--- config.mk ---
export PLATFORM = sky130hd
export DESIGN_NAME = data_mem_unit_flat
export DESIGN_NICKNAME = d
export VERILOG_FILES = /design/src/rtl/dmem_pkg.sv /design/src/rtl/data_mem_unit_if.sv /design/src/rtl/dmem_lane.sv /design/src/rtl/data_mem_unit.sv /design/src/flat_wrapper.sv
export SDC_FILE = /design/constraint.sdc
export NUM_CORES = 1
export LEC_CHECK = 0
export CORE_ASPECT_RATIO = 1.75
export CORE_MARGIN = 5
export CORE_UTILIZATION = 64
export CTS_BUF_LIST = sky130_fd_sc_hd__clkbuf_2
export DETAILED_ROUTE_END_ITERATION = 10
export PLACE_DENSITY = 0.83
export SYNTH_ARGS = -nofsm -noshare
export SYNTH_HDL_FRONTEND = slang
export SYNTH_SLANG_ARGS = --single-unit
export TNS_END_PERCENT = 50
--- constraint.sdc ---
create_clock -name CLK -period 4 [get_ports CLK]
set_clock_uncertainty 0.1 [all_clocks]
set_input_delay 0.4 -clock CLK [delete_from_list [all_inputs] [get_ports CLK]]
set_output_delay 0.4 -clock CLK [all_outputs]
set_load 0.05 [all_outputs]
--- src/rtl/dmem_pkg.sv ---
// Shared encodings for the data-memory stage: access size codes, FSM states
// and the misalignment rule used when DMEM_MISALIGN_TRAP_EN is defined.
package dmem_pkg;

  localparam logic [1:0] SZ_BYTE = 2'b00;
  localparam logic [1:0] SZ_HALF = 2'b01;
  localparam logic [1:0] SZ_WORD = 2'b10;
  localparam logic [1:0] SZ_RSVD = 2'b11;

  typedef enum logic [1:0] {
    DMEM_IDLE   = 2'b00,
    DMEM_WAIT   = 2'b01,
    DMEM_ACCESS = 2'b10
  } dmem_state_t;

  // Half at an odd address, word off a 4-byte boundary, or the reserved size.
  function automatic logic is_misaligned(input logic [1:0] size, input logic [1:0] a);
    case (size)
      SZ_BYTE: return 1'b0;
      SZ_HALF: return a[0];
      SZ_WORD: return (a != 2'b00);
      default: return 1'b1;
    endcase
  endfunction

endpackage

--- src/rtl/data_mem_unit_if.sv ---
// Request/response bundle of the data-memory stage.
// Handshake: the CPU raises req with we/size/sign_ext/addr/wdata valid; the
// unit samples them only while idle (busy=0) and answers with a one-cycle
// ready pulse, qualifying misalign and the registered DMOut in that cycle.
// dbg_state mirrors the FSM state for observation.
interface data_mem_unit_if;
  import dmem_pkg::*;

  logic        req;
  logic        we;
  logic [1:0]  size;
  logic        sign_ext;
  logic [31:0] addr;
  logic [31:0] wdata;
  logic [31:0] DMOut;
  logic        ready;
  logic        busy;
  logic        misalign;
  dmem_state_t dbg_state;

  modport master (
    output req, we, size, sign_ext, addr, wdata,
    input  DMOut, ready, busy, misalign, dbg_state
  );

  modport slave (
    input  req, we, size, sign_ext, addr, wdata,
    output DMOut, ready, busy, misalign, dbg_state
  );

endinterface

--- src/rtl/dmem_lane.sv ---
// Big-endian byte-lane steering: byte enables and replicated write data for
// stores, plus extraction and sign/zero extension for loads. Purely
// combinational; expects an address already aligned for the given size.
module dmem_lane
  import dmem_pkg::*;
(
  input  logic [1:0]  size,
  input  logic [1:0]  addr_lo,
  input  logic [31:0] wdata,
  input  logic        sign_ext,
  input  logic [31:0] rword,
  output logic [3:0]  be,
  output logic [31:0] wword,
  output logic [31:0] rdata
);

  logic [7:0]  byte_v;
  logic [15:0] half_v;
  logic [1:0]  byte_sel;

  // Offset 0 lives in bits 31:24, so lane index is the inverted offset.
  always_comb begin
    byte_sel = ~addr_lo;
    byte_v   = rword[{byte_sel, 3'b000} +: 8];
    half_v   = addr_lo[1] ? rword[15:0] : rword[31:16];
    be       = 4'b0000;
    wword    = 32'h0;
    rdata    = 32'h0;
    case (size)
      SZ_BYTE: begin
        be    = 4'b1000 >> addr_lo;
        wword = {4{wdata[7:0]}};
        rdata = {{24{sign_ext & byte_v[7]}}, byte_v};
      end
      SZ_HALF: begin
        be    = addr_lo[1] ? 4'b0011 : 4'b1100;
        wword = {2{wdata[15:0]}};
        rdata = {{16{sign_ext & half_v[15]}}, half_v};
      end
      default: begin
        be    = 4'b1111;
        wword = wdata;
        rdata = rword;
      end
    endcase
  end

endmodule

--- src/rtl/data_mem_unit.sv ---
// Data-memory stage: byte-addressable big-endian RAM behind a req/ready
// handshake with WAIT_CYCLES programmable wait states.
// Optional macro DMEM_MISALIGN_TRAP_EN: misaligned accesses are rejected
// with misalign=1; otherwise low address bits are truncated to alignment.
module data_mem_unit
  import dmem_pkg::*;
#(
  parameter int DEPTH_BYTES = 128,
  parameter int WAIT_CYCLES = 1
) (
  input logic            CLK,
  input logic            RST,
  data_mem_unit_if.slave bus
);

  localparam int         AW      = $clog2(DEPTH_BYTES);
  localparam int         WORDS   = DEPTH_BYTES / 4;
  localparam int         WIW     = (WORDS > 1) ? $clog2(WORDS) : 1;
  localparam logic [3:0] WAIT_LD = 4'(WAIT_CYCLES);

  logic [31:0] mem [WORDS];

  dmem_state_t state, state_n;
  logic [3:0]  cnt;

  logic          cap_we, cap_sext, cap_mis;
  logic [1:0]    cap_size;
  logic [AW-1:0] cap_idx;
  logic [31:0]   cap_wdata;

  logic [31:0] dmout_q;
  logic        ready_q, mis_q;

  logic          req_mis;
  logic [1:0]    req_size;
  logic [AW-1:0] req_idx;

  logic [WIW-1:0] word_idx;
  logic [3:0]     lane_be;
  logic [31:0]    lane_wword, lane_rdata;

  // Decode the incoming request into the form that gets captured.
  always_comb begin
    req_idx  = bus.addr[AW-1:0];
    req_size = bus.size;
    req_mis  = 1'b0;
`ifdef DMEM_MISALIGN_TRAP_EN
    req_mis  = is_misaligned(bus.size, bus.addr[1:0]);
`else
    if (bus.size == SZ_RSVD) req_size = SZ_WORD;
    if (req_size == SZ_HALF) req_idx[0] = 1'b0;
    else if (req_size == SZ_WORD) req_idx[1:0] = 2'b00;
`endif
  end

  assign word_idx = WIW'(cap_idx >> 2);

  dmem_lane u_lane (
    .size     (cap_size),
    .addr_lo  (cap_idx[1:0]),
    .wdata    (cap_wdata),
    .sign_ext (cap_sext),
    .rword    (mem[word_idx]),
    .be       (lane_be),
    .wword    (lane_wword),
    .rdata    (lane_rdata)
  );

  // Next-state logic; rejected accesses bypass the wait states.
  always_comb begin
    state_n = state;
    case (state)
      DMEM_IDLE:   if (bus.req) state_n = (req_mis || WAIT_LD == 4'd0) ? DMEM_ACCESS : DMEM_WAIT;
      DMEM_WAIT:   if (cnt == 4'd1) state_n = DMEM_ACCESS;
      DMEM_ACCESS: state_n = DMEM_IDLE;
      default:     state_n = DMEM_IDLE;
    endcase
  end

  // State, wait counter, request capture and registered completion outputs.
  always_ff @(posedge CLK or posedge RST) begin
    if (RST) begin
      state     <= DMEM_IDLE;
      cnt       <= 4'd0;
      cap_we    <= 1'b0;
      cap_sext  <= 1'b0;
      cap_mis   <= 1'b0;
      cap_size  <= SZ_BYTE;
      cap_idx   <= '0;
      cap_wdata <= 32'h0;
      dmout_q   <= 32'h0;
      ready_q   <= 1'b0;
      mis_q     <= 1'b0;
    end else begin
      state   <= state_n;
      ready_q <= 1'b0;
      mis_q   <= 1'b0;
      case (state)
        DMEM_IDLE: begin
          if (bus.req) begin
            cap_we    <= bus.we;
            cap_sext  <= bus.sign_ext;
            cap_mis   <= req_mis;
            cap_size  <= req_size;
            cap_idx   <= req_idx;
            cap_wdata <= bus.wdata;
            cnt       <= WAIT_LD;
          end
        end
        DMEM_WAIT: cnt <= cnt - 4'd1;
        DMEM_ACCESS: begin
          ready_q <= 1'b1;
          mis_q   <= cap_mis;
          if (!cap_mis && !cap_we) dmout_q <= lane_rdata;
        end
        default: ;
      endcase
    end
  end

  // RAM write port; contents are deliberately left unreset.
  always_ff @(posedge CLK) begin
    if (state == DMEM_ACCESS && cap_we && !cap_mis) begin
      for (int i = 0; i < 4; i++) begin
        if (lane_be[i]) mem[word_idx][8*i +: 8] <= lane_wword[8*i +: 8];
      end
    end
  end

  assign bus.DMOut     = dmout_q;
  assign bus.ready     = ready_q;
  assign bus.misalign  = mis_q;
  assign bus.busy      = (state != DMEM_IDLE);
  assign bus.dbg_state = state;

endmodule
--- src/flat_wrapper.sv ---
// flat-port wrapper written by rule: the top's interface ports become plain ports
module data_mem_unit_flat import dmem_pkg::*;
#(
  parameter int DEPTH_BYTES = 128,
  parameter int WAIT_CYCLES = 1
)
  (CLK, RST, bus_req, bus_we, bus_size, bus_sign_ext, bus_addr, bus_wdata, bus_DMOut, bus_ready, bus_busy, bus_misalign, bus_dbg_state);
  data_mem_unit_if bus_i ();
  input logic CLK;
  input logic RST;
  input wire logic [$bits(bus_i.req)-1:0] bus_req;
  input wire logic [$bits(bus_i.we)-1:0] bus_we;
  input wire logic [$bits(bus_i.size)-1:0] bus_size;
  input wire logic [$bits(bus_i.sign_ext)-1:0] bus_sign_ext;
  input wire logic [$bits(bus_i.addr)-1:0] bus_addr;
  input wire logic [$bits(bus_i.wdata)-1:0] bus_wdata;
  output wire logic [$bits(bus_i.DMOut)-1:0] bus_DMOut;
  output wire logic [$bits(bus_i.ready)-1:0] bus_ready;
  output wire logic [$bits(bus_i.busy)-1:0] bus_busy;
  output wire logic [$bits(bus_i.misalign)-1:0] bus_misalign;
  output wire logic [$bits(bus_i.dbg_state)-1:0] bus_dbg_state;
  assign bus_i.req = bus_req;
  assign bus_i.we = bus_we;
  assign bus_i.size = bus_size;
  assign bus_i.sign_ext = bus_sign_ext;
  assign bus_i.addr = bus_addr;
  assign bus_i.wdata = bus_wdata;
  assign bus_DMOut = bus_i.DMOut;
  assign bus_ready = bus_i.ready;
  assign bus_busy = bus_i.busy;
  assign bus_misalign = bus_i.misalign;
  assign bus_dbg_state = bus_i.dbg_state;
  data_mem_unit #(.DEPTH_BYTES(DEPTH_BYTES), .WAIT_CYCLES(WAIT_CYCLES)) u_core (.CLK(CLK), .RST(RST), .bus(bus_i));
endmodule
==> impl_metrics.tcl <==
set metrics [dict create \
    outcome "finished, final reports clean" \
    first_pass_iters 9 \
    synth_edf_count 1024 \
    fmax_mhz 262.5 \
    cts_hold_buffers 127 \
    clock_latency_ns 1.43 \
    syn_nets 2418 \
    drc 0 \
    design.final.nets 2912 \
    num_io_pins 108 \
    drive_gt1_share_pct 24.92 \
    grt_pass1_vias 26780 \
    ys_top_cells_by_area "edfxtp_1 71%, mux2i_1 6.8%, mux4_2 5.8%, dfrtp_1 4.7%, o22ai_1 2.1%" \
    startpoint_type "flip-flop" \
    grt_pass1_wl_um 170700 \
    gp_congestion 0.9333 \
    cts_buffers 220 \
    cp.arrival_ns 4.97 \
    synth_cell_type_count 59 \
    netlist.area_leader.share_pct 70.81 \
    drv_slew 0 \
    cts_tree "yes" \
    dieWidth_um 206.9 \
    rrSetupSlack_ns 0.19 \
    detail_route.wl_per_cell_um 30.14 \
    rows 126 \
    synth.avg_cell_area_um2 18.52 \
    cts-root-buf "clkbuf_2" \
    finalSetupViolations 0 \
    path_clk_slew_ns 0.11 \
    max-vdd-ir-drop_mv 0.6595 \
    port_buffers 81 \
    fillers 3693 \
    grt_use_total_pct 32.50 \
    drtAntennaViolNets 0 \
    yosys_most_used_dff "edfxtp_1" \
    cts_buffer_depth 3 \
    hp-class "input port to flip-flop" \
    synthToLayoutAreaGrowth_pct 14.44 \
    hold_viol 0 \
    dieArea_um2 73360 \
    relSlewSlack_pct 20.47 \
    die_h_um 354.6 \
    maxCapViolCount 0 \
    pre_cts_slack_ns 0.3612 \
    stdcell_area_um2 49690 \
    htree_levels 4 \
    final_cell_mix "1024 x edfxtp_1, 311 x clkbuf_2, 297 x mux2i_1" \
    synth-async-reset-ratio_pct 7.414 \
    yosysWarnings 0 \
    worst_slack_ns 0.1903 \
    core_um2 67320 \
    placed_area_um2 46340 \
    routed_wl_um 118200 \
    synthesis.area_um2 43420 \
    setup_tns_ns 0 \
    worst-path-max-fanout 38 \
    final_common_cell "edfxtp_1" \
    yosysSeqAreaShare_pct 75.54 \
    tightestPinTransition_ns 1.189 \
    antenna_found_initial 2 \
    vias_per_cell 6.573 \
    cts_resized 0 \
    yosysTopAreaCell "edfxtp_1" \
    drt_iter0_markers 3610 \
    rr_worst_depth 7 \
    fin_crit_ns 3.810 \
    postCtsSetupBuffers 0 \
    p_leak_nw 17.33 \
    hold-path-cell-count 5 \
    synth-seq-cells 1106 \
    fin_crit_sh_pct 95.24 \
    grt_max_degree 81 \
    syn_inst 2345 \
    cp.required_ns 5.16 \
    clock_sinks 1106 \
    grt_overflow_total 0 \
    cellPowerDensity_nw_per_um2 727.3 \
    end_kind "flip-flop" \
    routed-via-count 25770 \
    rsz0062_at_grt "no" \
    crit_type "flip-flop to flip-flop" \
    hpwl_um 77070 \
    start_util_pct 64.51 \
]
[layer usage]
| metal | up-vias | global-route usage, % | wire [um] |
|---|---|---|---|
| li1 | 10640 | - | - |
| met1 | 12670 | 38.21 | 37080 |
| met2 | 1967 | 53.44 | 59320 |
| met3 | 497 | 7.302 | 12080 |
| met4 | 0 | 21.83 | 9680 |
| met5 | - | 0 | 0 |
[logic make-up (layout without fill, tap and decap cells)]
kind of cell | Yosys count | count (layout) | synth area share (%)
flops | 1106 | 1106 | 75.54
mux | 472 | 472 | 14.30
simple gates | 319 | 319 | 3.576
compound gates | 295 | 295 | 4.711
buf+inv | 150 | 827 | 1.810
fa+ha+maj | 2 | 2 | 0.05762
other cells | 1 | 4 | 0.008636
[where the power goes]
group / switching (mW) / leakage [nW] / internal [mW]
combinational: 8.65 / 5.57 / 4.72
sequential: 0.805 / 10.2 / 15.4
clock: 4.19 / 1.53 / 2.35
[final cells by class]
| cell class | instances | area [um2] | share of cell area (%) |
|---|---|---|---|
| Clock inverter | 94 | 508.0 | 1.022 |
| Timing Repair Buffer | 415 | 3777 | 7.601 |
| Inverter | 7 | 28.78 | 0.05791 |
| Tap cell | 896 | 1121 | 2.256 |
| Multi-Input combinational cell | 1089 | 9883 | 19.89 |
| Clock buffer | 311 | 1556 | 3.132 |
| Sequential cell | 1106 | 32810 | 66.03 |
| Antenna cell | 3 | 7.507 | 0.01511 |
[worst paths after layout]
kind,startpoint,end
max,u_core.cap_idx[2]$_DFFE_PP0P_,u_core.bus.DMOut[0]$_DFFE_PP0P_
min,bus_req,u_core.cnt[1]$_DFFE_PP0P_
max reg2reg,u_core.cap_idx[2]$_DFFE_PP0P_,u_core.bus.DMOut[0]$_DFFE_PP0P_
min reg2reg,u_core.cnt[1]$_DFFE_PP0P_,u_core.cnt[1]$_DFFE_PP0P_
max in group asynchronous,RST,u_core.bus.DMOut[20]$_DFFE_PP0P_
min in group asynchronous,RST,u_core.cap_wdata[26]$_DFFE_PP0P_
[per-stage QoR]
stage	power, mW	hold WS, ns	util [%]	instances
2_1_floorplan	23.96	0.3632	-	2345
3_3_place_gp	28.44	0.3887	68.84	3385
3_5_place_dp	29.03	0.4014	68.84	3385
4_1_cts	35.82	0.1821	73.79	3917
5_1_grt	37.34	0.3485	73.81	3919
6_report	36.14	0.3909	73.82	3921
[state kept, by name, summed over array words and instances (netlist names)]
name and cells:
u_core.bus.ready 1, u_core.mem 1024, u_core.bus.dbg_state 2, u_core.cap_size 2, u_core.cap_idx 7, u_core.cap_we 1
u_core.cnt 4, u_core.bus.DMOut 32, u_core.cap_sext 1, u_core.cap_wdata 32
[cell usage after synthesis, drive strengths merged, types with 7 or more instances]
library cell	number
edfxtp	1024
mux2i	297
nor2	159
o22ai	145
mux4	112
buf	90
dfrtp	82
nand2	65
mux2	63
a22oi	56
clkbuf	53
nor4	35
a21oi	18
a221o	16
nand4	16
o21ai	16
a31oi	10
a22o	9
a222oi	7
inv	7
o21a	7
[worst max-delay path: stages (launching register included)]
cell      delay (ns)
dfrtp_4         0.86
or4b_1          0.73
o22ai_1         0.32
nor4_1          0.48
nand2_1         0.27
mux2_2          0.35
a222oi_1        0.38
a21oi_1         0.12
(Power assumes the default switching activity.)
